`config.mk`:
```
export PLATFORM = sky130hd
export DESIGN_NAME = pwu_rsp_drain_flat
export DESIGN_NICKNAME = d
export VERILOG_FILES = /design/src/rtl/pwu_rsp_drain_if.sv /design/src/rtl/pwu_rsp_drain.sv /design/src/flat_wrapper.sv
export SDC_FILE = /design/constraint.sdc
export NUM_CORES = 1
export LEC_CHECK = 0
export BUFFER_PORTS_ARGS = -buffer_cell sky130_fd_sc_hd__buf_2
export CORE_ASPECT_RATIO = 0.8
export CORE_MARGIN = 2
export CORE_UTILIZATION = 28
export CTS_CLUSTER_DIAMETER = 40
export DETAILED_ROUTE_END_ITERATION = 6
export GPL_TIMING_DRIVEN = 0
export PLACE_DENSITY = 0.49
export SLEW_MARGIN = 15
export SYNTH_ARGS = -nofsm -noshare
export SYNTH_HDL_FRONTEND = slang
export SYNTH_SLANG_ARGS = --single-unit
```
`constraint.sdc`:
```
create_clock -name clk -period 9.83 [get_ports clk]
set_input_delay 0.4915 -clock clk [delete_from_list [all_inputs] [get_ports clk]]
set_output_delay 0.4915 -clock clk [all_outputs]
set_load 0.03 [all_outputs]
```
`src/rtl/pwu_rsp_drain_if.sv`:
```
// Handshake bundles for the PWU retire register -> drain -> NOU response path.
// Field names match the port names of the drain block.
`ifndef NOU_SID_WIDTH
`define NOU_SID_WIDTH 4
`endif
`ifndef NOU_RSP_TYPE_ID_WIDTH
`define NOU_RSP_TYPE_ID_WIDTH 3
`endif
`ifndef NOU_PKT_ID_WIDTH
`define NOU_PKT_ID_WIDTH 8
`endif
`ifndef NOU_ERR_CODE_WIDTH
`define NOU_ERR_CODE_WIDTH 4
`endif
`ifndef NOU_WL_RM_WIDTH
`define NOU_WL_RM_WIDTH 2
`endif

interface pwu_retire_if #(
  parameter int SID_W  = `NOU_SID_WIDTH,
  parameter int RSPT_W = `NOU_RSP_TYPE_ID_WIDTH,
  parameter int PKT_W  = `NOU_PKT_ID_WIDTH,
  parameter int ERR_W  = `NOU_ERR_CODE_WIDTH,
  parameter int RM_W   = `NOU_WL_RM_WIDTH
);
  logic              in_vld;
  logic [SID_W-1:0]  in_sid;
  logic [RSPT_W-1:0] in_rsp_type;
  logic [PKT_W-1:0]  in_pkt_id;
  logic              in_status;
  logic [ERR_W-1:0]  in_err_code;
  logic [RM_W-1:0]   in_rm;
  logic              retire_keep;

  // master = retire register, slave = drain
  modport master (output in_vld, in_sid, in_rsp_type, in_pkt_id, in_status, in_err_code, in_rm,
                  input  retire_keep);
  modport slave  (input  in_vld, in_sid, in_rsp_type, in_pkt_id, in_status, in_err_code, in_rm,
                  output retire_keep);
endinterface

interface nou_rsp_if #(
  parameter int SID_W  = `NOU_SID_WIDTH,
  parameter int RSPT_W = `NOU_RSP_TYPE_ID_WIDTH,
  parameter int PKT_W  = `NOU_PKT_ID_WIDTH,
  parameter int ERR_W  = `NOU_ERR_CODE_WIDTH,
  parameter int RM_W   = `NOU_WL_RM_WIDTH
);
  logic              rsp_vld;
  logic              rsp_rdy;
  logic [SID_W-1:0]  rsp_sid;
  logic [RSPT_W-1:0] rsp_type;
  logic [PKT_W-1:0]  rsp_pkt_id;
  logic              rsp_status;
  logic [ERR_W-1:0]  rsp_err_code;
  logic [RM_W-1:0]   rsp_rm;

  modport master (output rsp_vld, rsp_sid, rsp_type, rsp_pkt_id, rsp_status, rsp_err_code, rsp_rm,
                  input  rsp_rdy);
  modport slave  (input  rsp_vld, rsp_sid, rsp_type, rsp_pkt_id, rsp_status, rsp_err_code, rsp_rm,
                  output rsp_rdy);
endinterface

```
`src/rtl/pwu_rsp_drain.sv`:
```
// PWU retire-response drain: FWFT FIFO between the retire register and the NOU
// response bus, with a saturating error counter and sticky first-error capture.
`ifndef NOU_SID_WIDTH
`define NOU_SID_WIDTH 4
`endif
`ifndef NOU_RSP_TYPE_ID_WIDTH
`define NOU_RSP_TYPE_ID_WIDTH 3
`endif
`ifndef NOU_PKT_ID_WIDTH
`define NOU_PKT_ID_WIDTH 8
`endif
`ifndef NOU_ERR_CODE_WIDTH
`define NOU_ERR_CODE_WIDTH 4
`endif
`ifndef NOU_WL_RM_WIDTH
`define NOU_WL_RM_WIDTH 2
`endif

module pwu_rsp_drain #(
  parameter int SID_W  = `NOU_SID_WIDTH,
  parameter int RSPT_W = `NOU_RSP_TYPE_ID_WIDTH,
  parameter int PKT_W  = `NOU_PKT_ID_WIDTH,
  parameter int ERR_W  = `NOU_ERR_CODE_WIDTH,
  parameter int RM_W   = `NOU_WL_RM_WIDTH,
  parameter int DEPTH  = 4
) (
  input  logic             clk,
  input  logic             rst,
  pwu_retire_if.slave      rin,
  nou_rsp_if.master        rsp,
  input  logic             err_clr,
  output logic [15:0]      err_cnt,
  output logic             err_vld,
  output logic [SID_W-1:0] err_sid,
  output logic [PKT_W-1:0] err_pkt_id,
  output logic [ERR_W-1:0] err_code_cap
);
  localparam int              PTR_W    = $clog2(DEPTH);
  localparam logic [PTR_W:0]  FULL_CNT = (PTR_W+1)'(DEPTH);

  if (DEPTH < 2 || (DEPTH & (DEPTH - 1)) != 0) begin : g_bad_depth
    $error("pwu_rsp_drain: DEPTH must be a power of 2 and >= 2");
  end

  typedef struct packed {
    logic [SID_W-1:0]  sid;
    logic [RSPT_W-1:0] rsp_type;
    logic [PKT_W-1:0]  pkt_id;
    logic              status;
    logic [ERR_W-1:0]  err_code;
    logic [RM_W-1:0]   rm;
  } beat_t;

  beat_t            mem [DEPTH];
  beat_t            in_beat, head;
  logic [PTR_W-1:0] wptr, rptr;
  logic [PTR_W:0]   count;
  logic             push, pop, err_push;
  logic [15:0]      err_cnt_q;

  assign in_beat = '{sid: rin.in_sid, rsp_type: rin.in_rsp_type, pkt_id: rin.in_pkt_id,
                     status: rin.in_status, err_code: rin.in_err_code, rm: rin.in_rm};

  // keep comes from registered count only, so the retire register sees no
  // combinational path back from rsp_rdy
  assign rin.retire_keep = (count == FULL_CNT);
  assign rsp.rsp_vld     = (count != '0);
  assign push            = rin.in_vld & ~rin.retire_keep;
  assign pop             = rsp.rsp_vld & rsp.rsp_rdy;
  assign err_push        = push & rin.in_status;

  assign head             = mem[rptr];
  assign rsp.rsp_sid      = head.sid;
  assign rsp.rsp_type     = head.rsp_type;
  assign rsp.rsp_pkt_id   = head.pkt_id;
  assign rsp.rsp_status   = head.status;
  assign rsp.rsp_err_code = head.err_code;
  assign rsp.rsp_rm       = head.rm;

  always_ff @(posedge clk or posedge rst) begin
    if (rst) begin
      for (int i = 0; i < DEPTH; i++) mem[i] <= '0;
    end else if (push) begin
      mem[wptr] <= in_beat;
    end
  end

  always_ff @(posedge clk or posedge rst) begin
    if (rst) begin
      wptr  <= '0;
      rptr  <= '0;
      count <= '0;
    end else begin
      if (push) wptr <= wptr + PTR_W'(1);
      if (pop)  rptr <= rptr + PTR_W'(1);
      case ({push, pop})
        2'b10:   count <= count + (PTR_W+1)'(1);
        2'b01:   count <= count - (PTR_W+1)'(1);
        default: count <= count;
      endcase
    end
  end

  // A new error in the same cycle as err_clr wins: it restarts the count at 1
  // and becomes the new first-error capture.
  always_ff @(posedge clk or posedge rst) begin
    if (rst) begin
      err_cnt_q    <= '0;
      err_vld      <= 1'b0;
      err_sid      <= '0;
      err_pkt_id   <= '0;
      err_code_cap <= '0;
    end else if (err_push) begin
      if (err_clr)                 err_cnt_q <= 16'd1;
      else if (err_cnt_q != 16'hFFFF) err_cnt_q <= err_cnt_q + 16'd1;
      if (err_clr | ~err_vld) begin
        err_vld      <= 1'b1;
        err_sid      <= rin.in_sid;
        err_pkt_id   <= rin.in_pkt_id;
        err_code_cap <= rin.in_err_code;
      end
    end else if (err_clr) begin
      err_cnt_q    <= '0;
      err_vld      <= 1'b0;
      err_sid      <= '0;
      err_pkt_id   <= '0;
      err_code_cap <= '0;
    end
  end

  assign err_cnt = err_cnt_q;

endmodule
```
`src/flat_wrapper.sv`:
```
// flat-port wrapper written by rule: the top's interface ports become plain ports
module pwu_rsp_drain_flat 
#(
  parameter int SID_W  = `NOU_SID_WIDTH,
  parameter int RSPT_W = `NOU_RSP_TYPE_ID_WIDTH,
  parameter int PKT_W  = `NOU_PKT_ID_WIDTH,
  parameter int ERR_W  = `NOU_ERR_CODE_WIDTH,
  parameter int RM_W   = `NOU_WL_RM_WIDTH,
  parameter int DEPTH  = 4
)
  (clk, rst, err_clr, err_cnt, err_vld, err_sid, err_pkt_id, err_code_cap, rin_in_vld, rin_in_sid, rin_in_rsp_type, rin_in_pkt_id, rin_in_status, rin_in_err_code, rin_in_rm, rin_retire_keep, rsp_rsp_vld, rsp_rsp_sid, rsp_rsp_type, rsp_rsp_pkt_id, rsp_rsp_status, rsp_rsp_err_code, rsp_rsp_rm, rsp_rsp_rdy);
  pwu_retire_if #(.SID_W(SID_W), .RSPT_W(RSPT_W), .PKT_W(PKT_W), .ERR_W(ERR_W), .RM_W(RM_W)) rin_i ();
  nou_rsp_if #(.SID_W(SID_W), .RSPT_W(RSPT_W), .PKT_W(PKT_W), .ERR_W(ERR_W), .RM_W(RM_W)) rsp_i ();
  input  logic clk;
  input  logic rst;
  input  logic err_clr;
  output logic [15:0] err_cnt;
  output logic err_vld;
  output logic [SID_W-1:0] err_sid;
  output logic [PKT_W-1:0] err_pkt_id;
  output logic [ERR_W-1:0] err_code_cap;
  input wire logic [$bits(rin_i.in_vld)-1:0] rin_in_vld;
  input wire logic [$bits(rin_i.in_sid)-1:0] rin_in_sid;
  input wire logic [$bits(rin_i.in_rsp_type)-1:0] rin_in_rsp_type;
  input wire logic [$bits(rin_i.in_pkt_id)-1:0] rin_in_pkt_id;
  input wire logic [$bits(rin_i.in_status)-1:0] rin_in_status;
  input wire logic [$bits(rin_i.in_err_code)-1:0] rin_in_err_code;
  input wire logic [$bits(rin_i.in_rm)-1:0] rin_in_rm;
  output wire logic [$bits(rin_i.retire_keep)-1:0] rin_retire_keep;
  output wire logic [$bits(rsp_i.rsp_vld)-1:0] rsp_rsp_vld;
  output wire logic [$bits(rsp_i.rsp_sid)-1:0] rsp_rsp_sid;
  output wire logic [$bits(rsp_i.rsp_type)-1:0] rsp_rsp_type;
  output wire logic [$bits(rsp_i.rsp_pkt_id)-1:0] rsp_rsp_pkt_id;
  output wire logic [$bits(rsp_i.rsp_status)-1:0] rsp_rsp_status;
  output wire logic [$bits(rsp_i.rsp_err_code)-1:0] rsp_rsp_err_code;
  output wire logic [$bits(rsp_i.rsp_rm)-1:0] rsp_rsp_rm;
  input wire logic [$bits(rsp_i.rsp_rdy)-1:0] rsp_rsp_rdy;
  assign rin_i.in_vld = rin_in_vld;
  assign rin_i.in_sid = rin_in_sid;
  assign rin_i.in_rsp_type = rin_in_rsp_type;
  assign rin_i.in_pkt_id = rin_in_pkt_id;
  assign rin_i.in_status = rin_in_status;
  assign rin_i.in_err_code = rin_in_err_code;
  assign rin_i.in_rm = rin_in_rm;
  assign rin_retire_keep = rin_i.retire_keep;
  assign rsp_rsp_vld = rsp_i.rsp_vld;
  assign rsp_rsp_sid = rsp_i.rsp_sid;
  assign rsp_rsp_type = rsp_i.rsp_type;
  assign rsp_rsp_pkt_id = rsp_i.rsp_pkt_id;
  assign rsp_rsp_status = rsp_i.rsp_status;
  assign rsp_rsp_err_code = rsp_i.rsp_err_code;
  assign rsp_rsp_rm = rsp_i.rsp_rm;
  assign rsp_i.rsp_rdy = rsp_rsp_rdy;
  pwu_rsp_drain #(.SID_W(SID_W), .RSPT_W(RSPT_W), .PKT_W(PKT_W), .ERR_W(ERR_W), .RM_W(RM_W), .DEPTH(DEPTH)) u_core (.clk(clk), .rst(rst), .rin(rin_i), .rsp(rsp_i), .err_clr(err_clr), .err_cnt(err_cnt), .err_vld(err_vld), .err_sid(err_sid), .err_pkt_id(err_pkt_id), .err_code_cap(err_code_cap));
endmodule
```
Word-level counts from Yosys, hierarchy flattened
Cells that the tools add are included.
{ "word_totals": {"word_cells": 82, "output_inout_bits": 57, "ff_bits": 128, "in_bits": 27} }
{ "op_classes": {"n_reduce_logical": 7, "eq_ne": 5, "addsub": 5, "order_cmp": 3, "mux": 22, "n_bitwise": 8} }
{ "ops": {"columns": ["cell", "count"], "rows": [
  ["$bwmux 88", 1],
  ["$mux 22", 3],
  ["$mux 16", 4],
  ["$bmux 22 s2", 1],
  ["$demux 22 s2", 1],
  ["$mux 8", 3],
  ["$mux 4", 5],
  ["$add 16x1->16 const B", 1],
  ["$ne 16x16->1 const B", 1],
  ["$ge 3x3->1 const B", 2],
  ["$not 2->3", 2],
  ["$pmux 3 s2", 1],
  ["$reduce_bool 2->1", 3],
  ["$add 2x1->2 const B", 2],
  ["$reduce_and 2->1", 2],
  ["$add 3x1->3 const B", 1],
  ["$and 1x1->1", 3],
  ["$eq 3x3->1 const B", 1],
  ["$lt 3x1->1 const B", 1],
  ["$mux 1", 3],
  ["$reduce_bool 3->1", 1],
  ["$sub 3x1->3 const B", 1],
  ["$eq 2x1->1 const B", 1],
  ["$eq 2x2->1 const B", 1],
  ["other kinds (4)", 5]
]} }

Depth between registers and ports, before layout
{ "depth": {"word_depth": 6, "ltp_mapped": 10, "depth_no_buf": 9} }

Worst setup path after synthesis
OpenSTA, ideal clock, no wires.
{ "synth_timing": {"path_kind": "register -> register", "startpoint": "register u_core.count[0]", "endpoint": "register u_core.count[2]", "arrival_ps": 2224, "slack_ps": 7527, "synth_period_minus_slack_ps": 2303, "stages_incl_launch_ff": 11, "path_buffers": 1, "setup_ps": 79, "required_time_ps": 9751, "path_cell_list": "dfrtp_1 -> or3b_2 -> and2_1 -> clkbuf_1 -> inv_1 -> ha_1 -> inv_1 -> fa_1 -> xor2_1 -> nor2_1 -> xor2_1"} }
{ "synth_between": {"elab_chain_len": 5, "elab_cells_between_ends": 11, "classes_between": "add/sub (2); eq/ne (3); mux (1); bitwise (3); reduce/logical (2)"} }
{ "synth_rtl": {"columns": ["element", "line_no", "text"], "rows": [
  ["from (decl)", "pwu_rsp_drain.sv:57", "logic [PTR_W:0] count;"],
  ["from (signal assigned)", "pwu_rsp_drain.sv:97", "2'b10: count <= count + (PTR_W+1)'(1);"],
  ["from (signal assigned)", "pwu_rsp_drain.sv:98", "2'b01: count <= count - (PTR_W+1)'(1);"],
  ["from (signal assigned)", "pwu_rsp_drain.sv:99", "default: count <= count;"],
  ["$eq 3x3->1", "pwu_rsp_drain.sv:66", "assign rin.retire_keep = (count == FULL_CNT);"],
  ["$not 1->1", "pwu_rsp_drain.sv:68", "assign push = rin.in_vld & ~rin.retire_keep;"],
  ["$and 1x1->1", "pwu_rsp_drain.sv:68", null],
  ["$eq 2x1->1 or $eq 2x2->1 (tied branches)", "pwu_rsp_drain.sv:96", "case ({push, pop})"],
  ["$pmux 3 s2 or $reduce_bool 2->1 (tied branches)", null, null]
]} }
Several ways; a longest one is shown, not always the timed one.
A chain may end at the register's enable or synchronous reset.

Worst setup path in the final report
{ "layout_timing": {"startpoint": "register u_core.rptr[0]", "endpoint": "output port rsp_rsp_err_code[3]"} }
{ "layout_between": {"elab_chain_len": 4} }
{ "layout_rtl": {"columns": ["element", "line_no", "text"], "rows": [
  ["from (decl)", "pwu_rsp_drain.sv:56", "logic [PTR_W-1:0] wptr, rptr;"],
  ["from (signal assigned)", "pwu_rsp_drain.sv:95", "if (pop) rptr <= rptr + PTR_W'(1);"],
  ["$not 2->3 (implied by the code)", "pwu_rsp_drain.sv:72", "assign head = mem[rptr];"],
  ["$bmux 22 s2", "pwu_rsp_drain.sv:72", null],
  ["$mux 22 (implied by the code) (2 in series)", "pwu_rsp_drain.sv:72", null],
  ["to (decl)", "flat_wrapper.sv:35", "output wire logic [$bits(rsp_i.rsp_err_code)-1:0] rsp_rsp_err_code;"]
]} }
No other way between the ends. The select of a mux whose other input is x is not followed.

==> flow_metrics.tcl <==
set metrics [dict create \
    ant_nets 0 \
    ir_drop_uv 122 \
    cts_sinks 128 \
    initialDrtViolationCount 224 \
    ios 84 \
    cp-endpoint "rsp_rsp_err_code[3]" \
    start_util_pct 28.4 \
    critPathKind "reg -> out" \
    clkPwrFrac_pct 27.2 \
    p_leak_nw 3.15 \
    crit_path_end_kind "output port" \
    dieWidth_um 165 \
    fp.coreArea_um2 20500 \
    min_period_ns 2.95 \
    r2r_cells 10 \
    root_buffer "clkbuf_16" \
    nNetsFinal 568 \
    clk_latency_ns 0.42 \
    hold_class "in -> async" \
    grt_pass1_wl_mm 23.2 \
    swShare_pct 35.2 \
    power.density_nw_per_um2 352 \
    p_int_mw 1.65 \
    ys_seq_area_share_pct 55.0 \
    switching_power_mw 0.898 \
    cts_buffer_depth 2 \
    grt_overflow 0 \
    htree_levels 4 \
    rr_endpoint "u_core.count[2]" \
    syn2layout_area_growth_pct 24.7 \
    setup_viol 0 \
    gp_congestion 0.822 \
    cts_resized 0 \
    vias 3894 \
    syn_area_um2 5820 \
    maxCapViolations 0 \
    cts_setup_buffers 0 \
    final_common_cell "dfrtp_1" \
    pwr-share-seq_pct 33.4 \
    grtUsageTotal_pct 14.3 \
    grt_max_degree 79 \
    slew_headroom_pct 37.6 \
    fp-row-count 47 \
    drtPass1Iterations 5 \
    wl_mm 14.8 \
    synthesis.nets 466 \
    cp-startpoint "u_core.rptr[0]" \
    required_ns 9.34 \
    wl_per_cell_um 18.1 \
    crit-reg2reg-launch "u_core.count[0]" \
    status "complete, no violations" \
    layout-drive-gt1-share_pct 43.7 \
    period_share_pct 30.0 \
    grt_antenna_before_repair 1 \
    r2r_slack_ns 7.30 \
    netlist_instances 432 \
    numCtsBuffers 17 \
    crit_arrival_ns 2.45 \
    die_area_um2 22000 \
    finish.utilization_pct 35.4 \
    avgViaCountPerCell 4.77 \
    placed_cells 784 \
    ys_seq_elements 128 \
    skew_ns 0.00670 \
    syn_area_per_cell_um2 13.5 \
    setup_tns_ns 0 \
    yosys_warnings 0 \
    cp-start-kind "register" \
    worstPathMaxFanout 10 \
    worstMarginPinSlew_ns 0.936 \
    hold_violations 0 \
    io_buffers 82 \
    drc 0 \
    finalNonFillerCells 817 \
    slew_violations 0 \
    combPwrFrac_pct 39.4 \
    cts_tree "yes" \
    hpwlAfterDp_mm 10.3 \
    grt_setup_unrepaired "no" \
    dieHeight_um 133 \
    first_global_vias 4040 \
    clk_pin_slew_ns 0.06 \
    mostFrequentLayoutCells "dfrtp_1, mux2_2, buf_2, nand2_1, mux4_2" \
    clock.fmax_mhz 339 \
    ctsHoldBuffers 0 \
    netlist-cell-type-count 40 \
]
-- state kept, by name, summed over array words and instances, names as in the netlist --
register and flops:
u_core.count 3, u_core.err_cnt 16, u_core.err_code_cap 4, u_core.err_pkt_id 8
u_core.err_sid 4, u_core.err_vld 1, u_core.mem 88, u_core.rptr 2
u_core.wptr 2
-- worst max-delay path: stages (launching register included) --
cell	delay, ns
dfrtp_1	0.32
clkbuf_1	0.44
buf_2	0.47
mux4_2	0.61
buf_2	0.20
-- kinds of logic after synthesis --
group           count (synthesis)  synth area share, %
flops                         128                 55.0
mux                           113                 26.1
simple gates                   98                 9.15
compound gates                 43                 4.28
fa+ha+maj                       7                 1.63
xor+xnor                        6                0.903
buf+inv                        37                 2.94
-- synth_stat cells (all sizes together) --
master  instances  share of area [%]
a211oi          2               0.26
a21oi           9               0.77
a31oi           1               0.11
and2            2               0.21
and3            1               0.11
and4            2               0.30
buf            10                1.2
clkbuf         12               0.77
dfrtp         128                 55
fa              1               0.34
ha              6                1.3
inv            15               0.97
mux2           90                 17
mux2i           1               0.17
mux4           22                8.5
nand2          27                1.7
nand2b         16                1.7
nand3           7               0.60
nand4           5               0.54
nor2           10               0.64
nor2b           5               0.54
nor3            4               0.34
nor3b           1               0.13
nor4            6               0.75
o211ai          1               0.13
o21ai          21                1.8
o311ai          1               0.15
o31ai           7               0.90
o41ai           1               0.15
or2             2               0.21
or3             3               0.32
or3b            1               0.15
or4             6               0.84
xnor2           3               0.45
xor2            3               0.45
-- how the worst min path moves through the flow --
stage	to	slack, ns	start	depth (start not counted)
finish	u_core.err_cnt[9]	0.18	rst	2
CTS	u_core.mem[43]	0.24	rst	2
global placement	u_core.count[2]	0.47	u_core.count[2]	1
floorplan	u_core.count[2]	0.45	u_core.count[2]	1
detailed placement	u_core.count[2]	0.47	u_core.count[2]	1
global route	u_core.err_cnt[14]	0.28	rst	2
-- routing by layer --
| metal | vias to the layer above | global-route usage, % | wire length (um) |
|---|---|---|---|
| met5 | - | 0 | 0 |
| met4 | 0 | 4.93 | 207 |
| met3 | 19 | 3.70 | 750 |
| met2 | 96 | 21.7 | 6870 |
| met1 | 2001 | 19.9 | 6950 |
| li1 | 1778 | - | - |
-- cell type report --
type                            count  area (um^2)
Antenna cell                        1         2.50
Timing Repair Buffer               83          438
Clock inverter                     12          208
Tap cell                          269          337
Multi-Input combinational cell    267         2450
Buffer                             22          115
Fill cell                        1986        13300
Inverter                           15         61.3
Sequential cell                   128         3200
Clock buffer                       20          447
-- through the flow --
step	total power [mW]	hold WS (ns)	setup WS (ns)	instance area [um^2]
final	2.55	0.184	6.88	7260
after global routing	2.69	0.276	6.72	7260
after CTS	2.58	0.244	6.82	7260
after detailed placement	1.88	0.473	7.28	6600
after global placement	1.84	0.465	4.53	6570
after floorplan	1.59	0.448	5.93	5820
-- power by group through the flow --
stage	Clock (mW)	Combinational [mW]	Sequential, mW
after floorplan	0	0.741	0.844
after global routing	0.738	1.08	0.878
after CTS	0.707	1.03	0.851
final	0.695	1.00	0.853
after detailed placement	0	1.02	0.860
after global placement	0	0.995	0.841
Note: power is estimated with default switching activity, not from simulation.
